## src/rtl/wta_pkg.sv

```systemverilog
// Shared constants and result record for the winner-take-all arbiter.
// Imported by every file of the wta block.
package wta_pkg;

    localparam int N_REQ  = 4;
    localparam int DATA_W = 8;
    localparam int NIB_W  = 4;
    localparam int ID_W   = 2;

    typedef struct packed {
        logic [DATA_W-1:0] data;
        logic [ID_W-1:0]   id;
        logic              upper;
    } wta_res_t;

endpackage

```

## src/rtl/wta_rr_arb.sv

```systemverilog
// Round-robin grant: first set request at or above ptr, modulo N_REQ.
// Ports: req (request vector), ptr (priority pointer), en (grant enable),
//        gnt (one-hot grant, zero when disabled), gnt_idx (encoded winner).
module wta_rr_arb
    import wta_pkg::*;
(
    input  logic [N_REQ-1:0] req,
    input  logic [ID_W-1:0]  ptr,
    input  logic             en,
    output logic [N_REQ-1:0] gnt,
    output logic [ID_W-1:0]  gnt_idx
);

    logic            found;
    logic [ID_W-1:0] idx;

    always_comb begin
        gnt     = '0;
        gnt_idx = ptr;
        found   = 1'b0;
        idx     = '0;
        for (int i = 0; i < N_REQ; i++) begin
            // index arithmetic wraps naturally at ID_W bits
            idx = ptr + ID_W'(i);
            if (!found && req[idx]) begin
                found   = 1'b1;
                gnt_idx = idx;
            end
        end
        if (en && found) begin
            gnt[gnt_idx] = 1'b1;
        end
    end

endmodule

```

## src/rtl/wta_arbiter.sv

```systemverilog
// Four requesters share one two-stage winner-take-all nibble datapath.
// Ports: clk, rst (async high); req_valid/req_data/req_ready per requester;
//        out_valid/out_ready/out_data/out_id/out_upper result; busy.
module wta_arbiter
    import wta_pkg::*;
(
    input  logic                    clk,
    input  logic                    rst,
    input  logic [N_REQ-1:0]        req_valid,
    input  logic [N_REQ*DATA_W-1:0] req_data,
    output logic [N_REQ-1:0]        req_ready,
    output logic                    out_valid,
    input  logic                    out_ready,
    output logic [DATA_W-1:0]       out_data,
    output logic [ID_W-1:0]         out_id,
    output logic                    out_upper,
    output logic                    busy
);

    logic [ID_W-1:0]   ptr;
    logic              s1_valid;
    logic [DATA_W-1:0] s1_data;
    logic [ID_W-1:0]   s1_id;
    wta_res_t          s2_q;
    wta_res_t          s2_d;
    logic              s2_ready;
    logic              s1_load_ok;
    logic              accept;
    logic [ID_W-1:0]   gnt_idx;
    logic [DATA_W-1:0] gnt_data;

    // stage 2 takes a word when empty or draining this cycle
    assign s2_ready   = !out_valid || out_ready;
    assign s1_load_ok = !s1_valid || s2_ready;

    wta_rr_arb u_arb (
        .req     (req_valid),
        .ptr     (ptr),
        .en      (s1_load_ok && !rst),
        .gnt     (req_ready),
        .gnt_idx (gnt_idx)
    );

    assign accept   = |req_ready;
    assign gnt_data = req_data[DATA_W*int'(gnt_idx) +: DATA_W];

    // equal nibbles resolve to the upper nibble
    always_comb begin
        s2_d    = '0;
        s2_d.id = s1_id;
        if (s1_data[DATA_W-1:NIB_W] >= s1_data[NIB_W-1:0]) begin
            s2_d.data  = {s1_data[DATA_W-1:NIB_W], {NIB_W{1'b0}}};
            s2_d.upper = 1'b1;
        end else begin
            s2_d.data  = {{NIB_W{1'b0}}, s1_data[NIB_W-1:0]};
            s2_d.upper = 1'b0;
        end
    end

    always_ff @(posedge clk or posedge rst) begin
        if (rst) begin
            ptr <= '0;
        end else if (accept) begin
            ptr <= gnt_idx + ID_W'(1);
        end
    end

    always_ff @(posedge clk or posedge rst) begin
        if (rst) begin
            s1_valid <= 1'b0;
            s1_data  <= '0;
            s1_id    <= '0;
        end else if (accept) begin
            s1_valid <= 1'b1;
            s1_data  <= gnt_data;
            s1_id    <= gnt_idx;
        end else if (s1_valid && s2_ready) begin
            s1_valid <= 1'b0;
        end
    end

    always_ff @(posedge clk or posedge rst) begin
        if (rst) begin
            out_valid <= 1'b0;
            s2_q      <= '0;
        end else if (s2_ready) begin
            out_valid <= s1_valid;
            if (s1_valid) begin
                s2_q <= s2_d;
            end
        end
    end

    assign out_data  = s2_q.data;
    assign out_id    = s2_q.id;
    assign out_upper = s2_q.upper;
    assign busy      = s1_valid || out_valid;

endmodule
```

## config.mk

```make
export PLATFORM = sky130hd
export DESIGN_NAME = wta_arbiter
export DESIGN_NICKNAME = d
export VERILOG_FILES = /design/src/rtl/wta_pkg.sv /design/src/rtl/wta_rr_arb.sv /design/src/rtl/wta_arbiter.sv
export SDC_FILE = /design/constraint.sdc
export NUM_CORES = 1
export LEC_CHECK = 0
export CORE_MARGIN = 3
export CORE_UTILIZATION = 44
export DETAILED_ROUTE_END_ITERATION = 7
export MAX_ROUTING_LAYER = met4
export PLACE_DENSITY = 0.87
export SETUP_SLACK_MARGIN = 0.5
export SKIP_CTS_REPAIR_TIMING = 1
export SLEW_MARGIN = 40
export SYNTH_ARGS = -nofsm -noshare
export SYNTH_HDL_FRONTEND = slang
export SYNTH_SLANG_ARGS = --single-unit
```

## constraint.sdc

```tcl
create_clock -name clk -period 2.4 [get_ports clk]
set_input_delay 0.36 -clock clk [delete_from_list [all_inputs] [get_ports clk]]
set_output_delay 0.36 -clock clk [all_outputs]
set_load 0.1 [all_outputs]
```

After elaboration in Yosys (flattened, before gate mapping)

Index checks and enable logic that the tools add are counted.

Register bits: 25
Input port bits: 39
Word-level logic and storage cells: 61

Add/subtract/negate cells: 4
Magnitude comparators: 7
Shift-type cells: 1
Mux-type cells: 22
Reduce and logical (&&, ||, !) cells: 19

Operators by type and width:

| cell                                                        | count |
|---|---|
| indexed part select 32 x 6 -> 8 bit                         | 1 |
| less-than comparator 2 x 3 -> 1 bit (second input constant) | 5 |
| two-way mux 1 bit                                           | 12 |
| binary-select mux 1 bit (select 2 bit)                      | 4 |
| two-way mux 8 bit                                           | 1 |
| logical AND 1 bit                                           | 7 |
| logical NOT 1 bit                                           | 6 |
| two-way mux 2 bit                                           | 3 |
| adder 2 x 1 -> 2 bit (second input constant)                | 2 |
| adder 2 bit (second input constant)                         | 2 |
| >= comparator 4 bit                                         | 1 |
| two-way mux 4 bit                                           | 1 |
| OR reduction 4 bit                                          | 1 |
| logical OR 1 bit                                            | 3 |
| demux 1 bit (select 2 bit)                                  | 1 |
| >= comparator 2 x 1 -> 1 bit (second input constant)        | 1 |
| AND reduction 2 bit                                         | 1 |
| nonzero test 2 bit                                          | 1 |

Logic depth before layout (Yosys ltp)

Gate-level depths: netlist (run 1).

Depth after elaboration: 19
Depth in mapped cells: 7
Mapped depth without buffers: 7

Modules after synthesis

A second synthesis (run 1) with hierarchy kept.

Cell total of the unflattened synthesis: 116
Area total of the unflattened synthesis: 1411.4 um^2

Modules (own cells, without submodules):

| module      | times used | cells each | area each (um^2) |
|---|---|---|---|
| wta_arbiter | 1          | 96         | 1271.2 |
| wta_rr_arb  | 1          | 20         | 140.1 |

Worst setup path after synthesis (run 1)

OpenSTA, ideal clock, no wires.

Kind: register to output
Start: register out_valid
End: output req_ready[0]
Arrival: 3213 ps
Required time: 2040 ps
Path slack: -1173 ps
Stages on the path, launching flop included: 4
Buffers on the path: 0
Path through: dfrtp_1 -> nand3b_1 -> nand2_1 -> nor3_1

Word-level cells in the longest chain between the ends: 6

RTL lines:

| item                     | RTL line          | RTL |
|---|---|---|
| start: declaration       | wta_arbiter.sv:12 | `output logic out_valid,` |
| start signal: assignment | wta_arbiter.sv:87 | `out_valid <= s1_valid;` |
| logical NOT 1 bit        | wta_arbiter.sv:33 | `assign s2_ready = !out_valid \|\| out_ready;` |
| logical OR 1 bit         | wta_arbiter.sv:33 |  |
| logical OR 1 bit         | wta_arbiter.sv:34 | `assign s1_load_ok = !s1_valid \|\| s2_ready;` |
| logical AND 1 bit        | wta_arbiter.sv:39 | `.en (s1_load_ok && !rst),` |
| logical AND 1 bit        | wta_rr_arb.sv:30  | `if (en && found) begin` |
| two-way mux 4 bit        | wta_rr_arb.sv:30  |  |
| end: declaration         | wta_arbiter.sv:11 | `output logic [N_REQ-1:0] req_ready,` |

No other way between the ends.

Worst setup path after layout (run 1)

Start: register ptr[1]
End: output req_ready[1]

Word-level cells in the longest chain between the ends: 17
Elaborated cells between the ends (all ways): 31
Those cells by class: add/sub (3); order compare (2); mux (18); reduce/logical (8)

RTL lines:

| item                                                                                         | RTL line          | RTL |
|---|---|---|
| start: declaration                                                                           | wta_arbiter.sv:20 | `logic [ID_W-1:0] ptr;` |
| start signal: assignment                                                                     | wta_arbiter.sv:64 | `ptr <= gnt_idx + ID_W'(1);` |
| parallel branches: the longest is 16 deep, another holds less-than comparator 2 x 3 -> 1 bit | -                 |  |
| two-way mux 4 bit *                                                                          | wta_rr_arb.sv:30  |  |

Every way passes the cells marked *. The select of a mux whose other input is x is not followed.

==> results.md, run 1 <==
* Outcome: complete, no violations
* Min cycle time layout at around 2200 ps
* Synthesized instance count at 139
* Number of fill cells at around 220
* Max Root-Sink Buffers at 2
* Distinct cells, synth at 33
* Initial antenna violation count at 0
* Die Wd at 63.8 um
* Area contributors post-synth: dfrtp_1 (43%), mux2i_1 (11%), a221oi_2 (8.2%)
* Internal power at 1.36 mW
* Post-route setup TNS at 0 ps
* Max_slew headroom at approximately three fifths
* CTS Buf Count at 3
* Pins over their slew limit at 0
* Drt pass-1 iters at 4
* Final setup violation count at 0
* Clock slew at reported path FFs at about 140 ps
* Clock Latency Late Sink at 330 ps
* Post-route DRC at 0
* CP arrival at about 1900 ps
* H-tree levels at 1
* Fin area at 2280 sq um
* EDFF count, synth at 0
* Multiplexer area fraction after synthesis at around an eighth
* Hpwl dp at 2960 um
* Met3 global-route usage at ~3.3%
* Biggest area consumer among synthesized cells: dfrtp_1
* Commonest cells in the synthesized netlist: dfrtp_1 (25), nand2_1 (17), mux2i_1 (16), nor2_1 (13), a221oi_2 (8)
* Placed Area at 2160 sq um
* WL per Instance at 15.7 um
* Grt met1 use at around 22%
* Worst Path Max Fanout at 5
* Post-Synth XOR/XNOR Area at less than 1%
* Sink Count at 25
* Setup Skew at approximately 3.7 ps
* Routed WL at just under 4000 um
* DR vias/cell at 5.19
* Required @ worst endpoint at roughly 2000 ps
* Number of max-cap violations at 0
* Top_reg_cell synth: dfrtp_1
* Nets at approximately 250
* Core Util, Final at approximately 73%
* Remaining global-route overflow at 0
* Unrepaired setup endpoints after global routing: true
* Post-synth ARST share at between 90% and 100%
* Largest net degree at the start of global routing at 16
* Die area at between 4000 and 5000 sq um
* Diode count at 0
* Port Buffers at 55
* Core ar. at approximately 3100 sq um
* P_leak at 1.07 nW
* Global-route wire length before repair at about 5800 um
* Final Hold Fails at 0
* Power Density at 1260 nW/um^2
* Worst slew pin tran at 592 ps
* Post-route ant nets at 0
* Std-Cell Rows at 20
* Starting Density at 47.0%
* Hold Crit Class: input port to async pin
* Met2 Usage GRT at around 32%
* Share of cells above drive strength 1 at approximately a third
* Syn Area/Cell at between 10 and 15 sq um
* Share of the synthesized area in the top cell type at 42.6%
* Flop pwr share at around a quarter
* Post-synthesis adder-cell area fraction at under 10%
* Comb power frac at about two thirds
* Clock power frac at under 10%
* Crit path kind: flop to output pin
* Startpoint Class: flop
* Sw Share at approximately 52%
* Die Height at 63.8 um
* Fmax at 0.452 GHz
* Routability cong. at ~0.84
* Top-count cell post-synth: dfrtp_1
* DR vias at 1302
* Main combinational cell family by area after synthesis: compound AO/OA/AOI/OAI gates
* Compound-Gate Fraction of Synth Area at between 10% and 20%
* DRT iter0 DRCs at between 80 and 90
* GR Util All Layers at between 10% and 20%
* I/O pin count at between 50 and 60
* NetSw at approximately 1.5 mW
* Vias in the first global route at around 1200
* Tcrit/Tclk final at 92.3%
* Mapped Nets at 182
* Synth-to-Final Area Change at 55.2%
* Syn Std Cell Area at between 1000 and 1500 sq um
* CTS tree: built
* Peak supply drop at 0.451 mV
* Clock Tree Root: clkbuf_4
* Synth warnings at 0
* Post-synthesis sequential area ratio at 42.6%
* Simple-Gate Fraction of Synth Area at 17.5%
* GRT Max-Usage Layer: met2
* Flops & latches, synth at 25
* Crit end category: output pin
[area by class of cell]
| type | count | area (sq um) | area share, % |
|---|---|---|---|
| clock buffers | 4 | 26.3 | 1.15 |
| multi-input cells | 101 | 847 | 37.1 |
| flip-flops and latches | 25 | 631 | 27.6 |
| inverters | 6 | 22.5 | 0.987 |
| well taps | 44 | 55.1 | 2.41 |
| repair buffers | 71 | 701 | 30.7 |
[power by group through the flow]
stage	sequential (mW)	combinational [mW]	clock (mW)
final	0.739	1.93	0.194
after global routing	0.760	2.03	0.221
after CTS	0.736	1.76	0.195
after detailed placement	0.747	1.76	0
after global placement	0.732	1.71	0
after floorplan	1.27	0.840	0
[state kept, by name, summed over array words and instances, names as in the netlist]
name / flops
out_data: 8
s1_data: 8
out_id: 2
ptr: 2
s1_id: 2
out_upper: 1
out_valid: 1
s1_valid: 1
[layout by cell type, fill, tap and decap left out, types with 3 or more instances in the layout]
cell type,count
and2_4,3
nor2_1,13
dlymetal6s2s_1,4
nand2b_1,4
buf_12,5
nand2_1,16
clkbuf_4,3
a21o_1,3
clkdlybuf4s50_1,34
a22o_1,4
dfrtp_1,23
a21oi_1,4
ha_1,4
o21ai_0,3
inv_1,6
a221oi_2,8
buf_4,28
mux2i_1,15
[through the flow]
step,std cells,setup WS (ps),power (mW),hold WS (ps)
after floorplan,139,301,2.11,387
after global routing,251,119,3.01,476
after global placement,240,9.00,2.45,463
after detailed placement,240,-39.9,2.50,466
final,251,186,2.87,421
after CTS,244,-43.4,2.69,436
[routing by layer]
| metal | part of all wire, % | vias to the layer above |
|---|---|---|
| met1 | 39 | 621 |
| met2 | 54 | 45 |
| met5 | 0 | - |
| li1 | - | 627 |
| met4 | 2.3 | 0 |
| met3 | 4.7 | 9 |
[cells by family (layout without fill, tap and decap cells)]
logic type,after synthesis,count (layout)
buf+inv,13,81
xor+xnor,1,1
compound gates,29,29
fa+ha+maj,4,4
mux,17,17
simple gates,50,50
flops,25,25
[critical path, cell delays in order (launching register included)]
cell and delay, ps:
dfrtp_2 460, or2_4 240, a21oi_4 150, o31ai_4 110, buf_12 150, nor2_4 80
and2_4 160, buf_12 160
[path summary, 6_finish.rpt]
check / startpoint / end / slack, ps / cells past startpoint
max: ptr[1] / req_ready[1] / 190 / 7
min: rst / s1_data[1] / 420 / 2
max reg2reg: ptr[0] / s1_data[3] / 500 / 6
min reg2reg: out_id[0] / out_id[0] / 490 / 2
max in group asynchronous: rst / out_data[6] / 1410 / 3
min in group clk: out_id[0] / out_id[0] / 490 / 2
(Power assumes the default switching activity.)
==> run 2, diff against run 1 <==
--- a/config.mk
+++ b/config.mk
@@ -12,7 +12,7 @@
 export PLACE_DENSITY = 0.87
 export SETUP_SLACK_MARGIN = 0.5
 export SKIP_CTS_REPAIR_TIMING = 1
-export SLEW_MARGIN = 40
+export SLEW_MARGIN = 5
 export SYNTH_ARGS = -nofsm -noshare
 export SYNTH_HDL_FRONTEND = slang
 export SYNTH_SLANG_ARGS = --single-unit
==> results of run 2 <==
No change in the layout: final DEF, timing and power equal those of run 1.
==> run 3, diff against run 2 <==
--- a/config.mk
+++ b/config.mk
@@ -5,12 +5,13 @@
 export SDC_FILE = /design/constraint.sdc
 export NUM_CORES = 1
 export LEC_CHECK = 0
+export CORE_ASPECT_RATIO = 0.5
 export CORE_MARGIN = 3
 export CORE_UTILIZATION = 44
 export DETAILED_ROUTE_END_ITERATION = 7
 export MAX_ROUTING_LAYER = met4
 export PLACE_DENSITY = 0.87
-export SETUP_SLACK_MARGIN = 0.5
+export SETUP_SLACK_MARGIN = 0.3
 export SKIP_CTS_REPAIR_TIMING = 1
 export SLEW_MARGIN = 5
 export SYNTH_ARGS = -nofsm -noshare
==> results.md, run 3 (same netlist as run 1, synthesis figures left out) <==
* Outcome: complete, no violations (unchanged)
* Final Hold Fails at 0 (unchanged)
* Worst slew pin tran at 461 ps (was 592 ps)
* Routability cong. at 0.816 (was 0.837)
* Port Buffers at 55 (unchanged)
* Hpwl dp at 2820 um (was 2960 um)
* WL per Instance at 15.2 um (was 15.7 um)
* Vias in the first global route at 1221 (was 1236)
* Post-route DRC at 0 (unchanged)
* Dpl cells at 235 (was 240)
* Crit end category: output pin (unchanged)
* Tcrit/Tclk final at 91.1% (was 92.3%)
* Sink Count at 25 (unchanged)
* Number of fill cells at 213 (was 217)
* Crit-path leading delay family: simple AND/OR/NAND/NOR gates (unchanged)
* DR vias at 1268 (was 1302)
* Placed Area at 2110 sq um (was 2160 sq um)
* CP Depth at 6 (was 7)
* Min cycle time layout at 2190 ps (was 2210 ps)
* Hold Path Stages at 2
* Max Root-Sink Buffers at 2 (unchanged)
* Post-route ant nets at 0 (unchanged)
* Core ar. at 3100 sq um (was 3130 sq um)
* Hold_ws at 488 ps (was 421 ps)
* Post-route setup TNS at 0 ps (unchanged)
* Die area at 4110 sq um (was 4070 sq um)
* Startpoint Class: flop (unchanged)
* Hold Crit Class: flop to flop (was input port to async pin)
* Tot Pwr at 2.85 mW (was 2.87 mW)
* Clock Latency Late Sink at 270 ps (was 330 ps)
* Largest net degree at the start of global routing at 16 (unchanged)
* Remaining global-route overflow at 0 (unchanged)
* Clock slew at reported path FFs at 90 ps (was 140 ps)
* R2r setup slk at 400 ps (was 500 ps)
* Max_slew headroom at 69.3% (was 60.5%)
* Peak supply drop at 0.400 mV (was 0.451 mV)
* Fmax at 0.457 GHz (was 0.452 GHz)
* Layout Cells excl Fill at 244 (was 251)
* Diode count at 0 (unchanged)
* Register area at 631 sq um (unchanged)
* Drt pass-1 iters at 4 (unchanged)
* Commonest non-fill, non-tap cell in the layout: clkdlybuf4s50_1 (unchanged)
* CTS Buf Count at 3 (unchanged)
* DRT iter0 DRCs at 64 (was 81)
* Routed WL at 3720 um (was 3950 um)
* GR Util All Layers at 18.1% (was 18.9%)
* Pins over their slew limit at 0 (unchanged)
* Fin area at 2260 sq um (was 2280 sq um)
* Unrepaired setup endpoints after global routing: true (unchanged)
* Die Height at 46.9 um (was 63.8 um)
* P_leak at 1.06 nW (was 1.07 nW)
* H-tree levels at 1 (unchanged)
* M1 wire length at 1720 um (was 1530 um)
* Metal3 WL at 159 um (was 185 um)
* Crit path kind: flop to output pin (unchanged)
* CP max-delay cell: dfrtp_2 (unchanged)
* Share of cells above drive strength 1 at 30.9% (was 31.9%)
* Number of max-cap violations at 0 (unchanged)
* Nets at 248 (was 251)
* Most frequent cells in the layout: clkdlybuf4s50_1 (34), buf_4 (24), dfrtp_1 (23) (was clkdlybuf4s50_1 (34), buf_4 (28), dfrtp_1 (23))
* Clock Tree Root: clkbuf_8 (was clkbuf_4)
* Global-route wire length before repair at 5580 um (was 5800 um)
* Critical Path, Cell by Cell: nand2_1 > a21oi_4 > o31ai_4 > and2_4 > and2b_4 > buf_12 (was or2_4 > a21oi_4 > o31ai_4 > buf_12 > nor2_4 > and2_4 > buf_12)
* DR vias/cell at 5.20 (was 5.19)
* CTS tree: built (unchanged)
* Power Density at 1260 nW/um^2 (about the same)
* Top Layer Used: met4 (unchanged)
* Metal2 WL at 1820 um (was 2140 um)
* CP peak stage delay at 450 ps (was 460 ps)
* Final setup violation count at 0 (unchanged)
* I/O pin count at 56 (unchanged)
* Std-Cell Rows at 14 (was 20)
* Multi-input gate area at 835 sq um (was 847 sq um)
* Reg2Reg Depth at 7 (was 6)
* Crit path buf inv count at 1 (was 2)
* Starting Density at 47.4% (was 47.0%)
* Required @ worst endpoint at 2040 ps (about the same)
* Die Wd at 87.7 um (was 63.8 um)
* Worst Path Max Fanout at 5 (unchanged)
* Setup Skew at 3.68 ps (was 3.66 ps)
* Synth-to-Final Area Change at 53.7% (was 55.2%)
* CP arrival at 1830 ps (was 1850 ps)
* Initial antenna violation count at 0 (unchanged)
run 3: cell count changes in the layout (fill, tap and decap cells not counted), sizes merged:
cell,before,now
clkbuf,4,3
clkinvlp,0,1
buf,33,30
run 3: final cells by class:
| class | instances | share of cell area [%] |
|---|---|---|
| Clock buffer | 3 | 1.83 |
| Clock inverter | 1 | 0.332 |
| Inverter | 6 | 0.997 |
| Multi-Input combinational cell | 101 | 36.9 |
| Sequential cell | 25 | 27.9 |
| Tap cell | 40 | 2.21 |
| Timing Repair Buffer | 68 | 29.8 |
run 3: path summary, 6_finish.rpt:
| path | startpoint | to |
|---|---|---|
| worst max-delay path | ptr[1] | req_ready[2] |
| worst min-delay path | out_id[1] | out_id[1] |
| worst max register to register | ptr[1] | s1_data[0] |
| worst min register to register | out_id[1] | out_id[1] |
| max in group asynchronous | rst | out_valid |
| min in group asynchronous | rst | s1_data[0] |
run 3: worst min-delay path: cells and delay by family, from the launching register on:
kind,cells,cell delay [ps]
DFF,1,350
and+or+nand+nor,2,110
run 3: power breakdown:
group	switching, mW	internal [mW]
logic	1.18	0.665
registers	0.147	0.596
clock network	0.142	0.118
run 3: per-layer routing:
layer / global-route usage, % / up-vias
li1: - / 621
met1: 23.8 / 605
met2: 30.1 / 40
met3: 2.80 / 2
met4: 4.28 / 0
met5: - / -
run 3: per-stage QoR:
step | setup WS (ps) | util (%)
after global routing | 144 | 72.9
after global placement | 8.25 | 68.0
after detailed placement | -92.4 | 68.0
final | 213 | 72.9
after floorplan | 271 | -
after CTS | -96.3 | 69.6
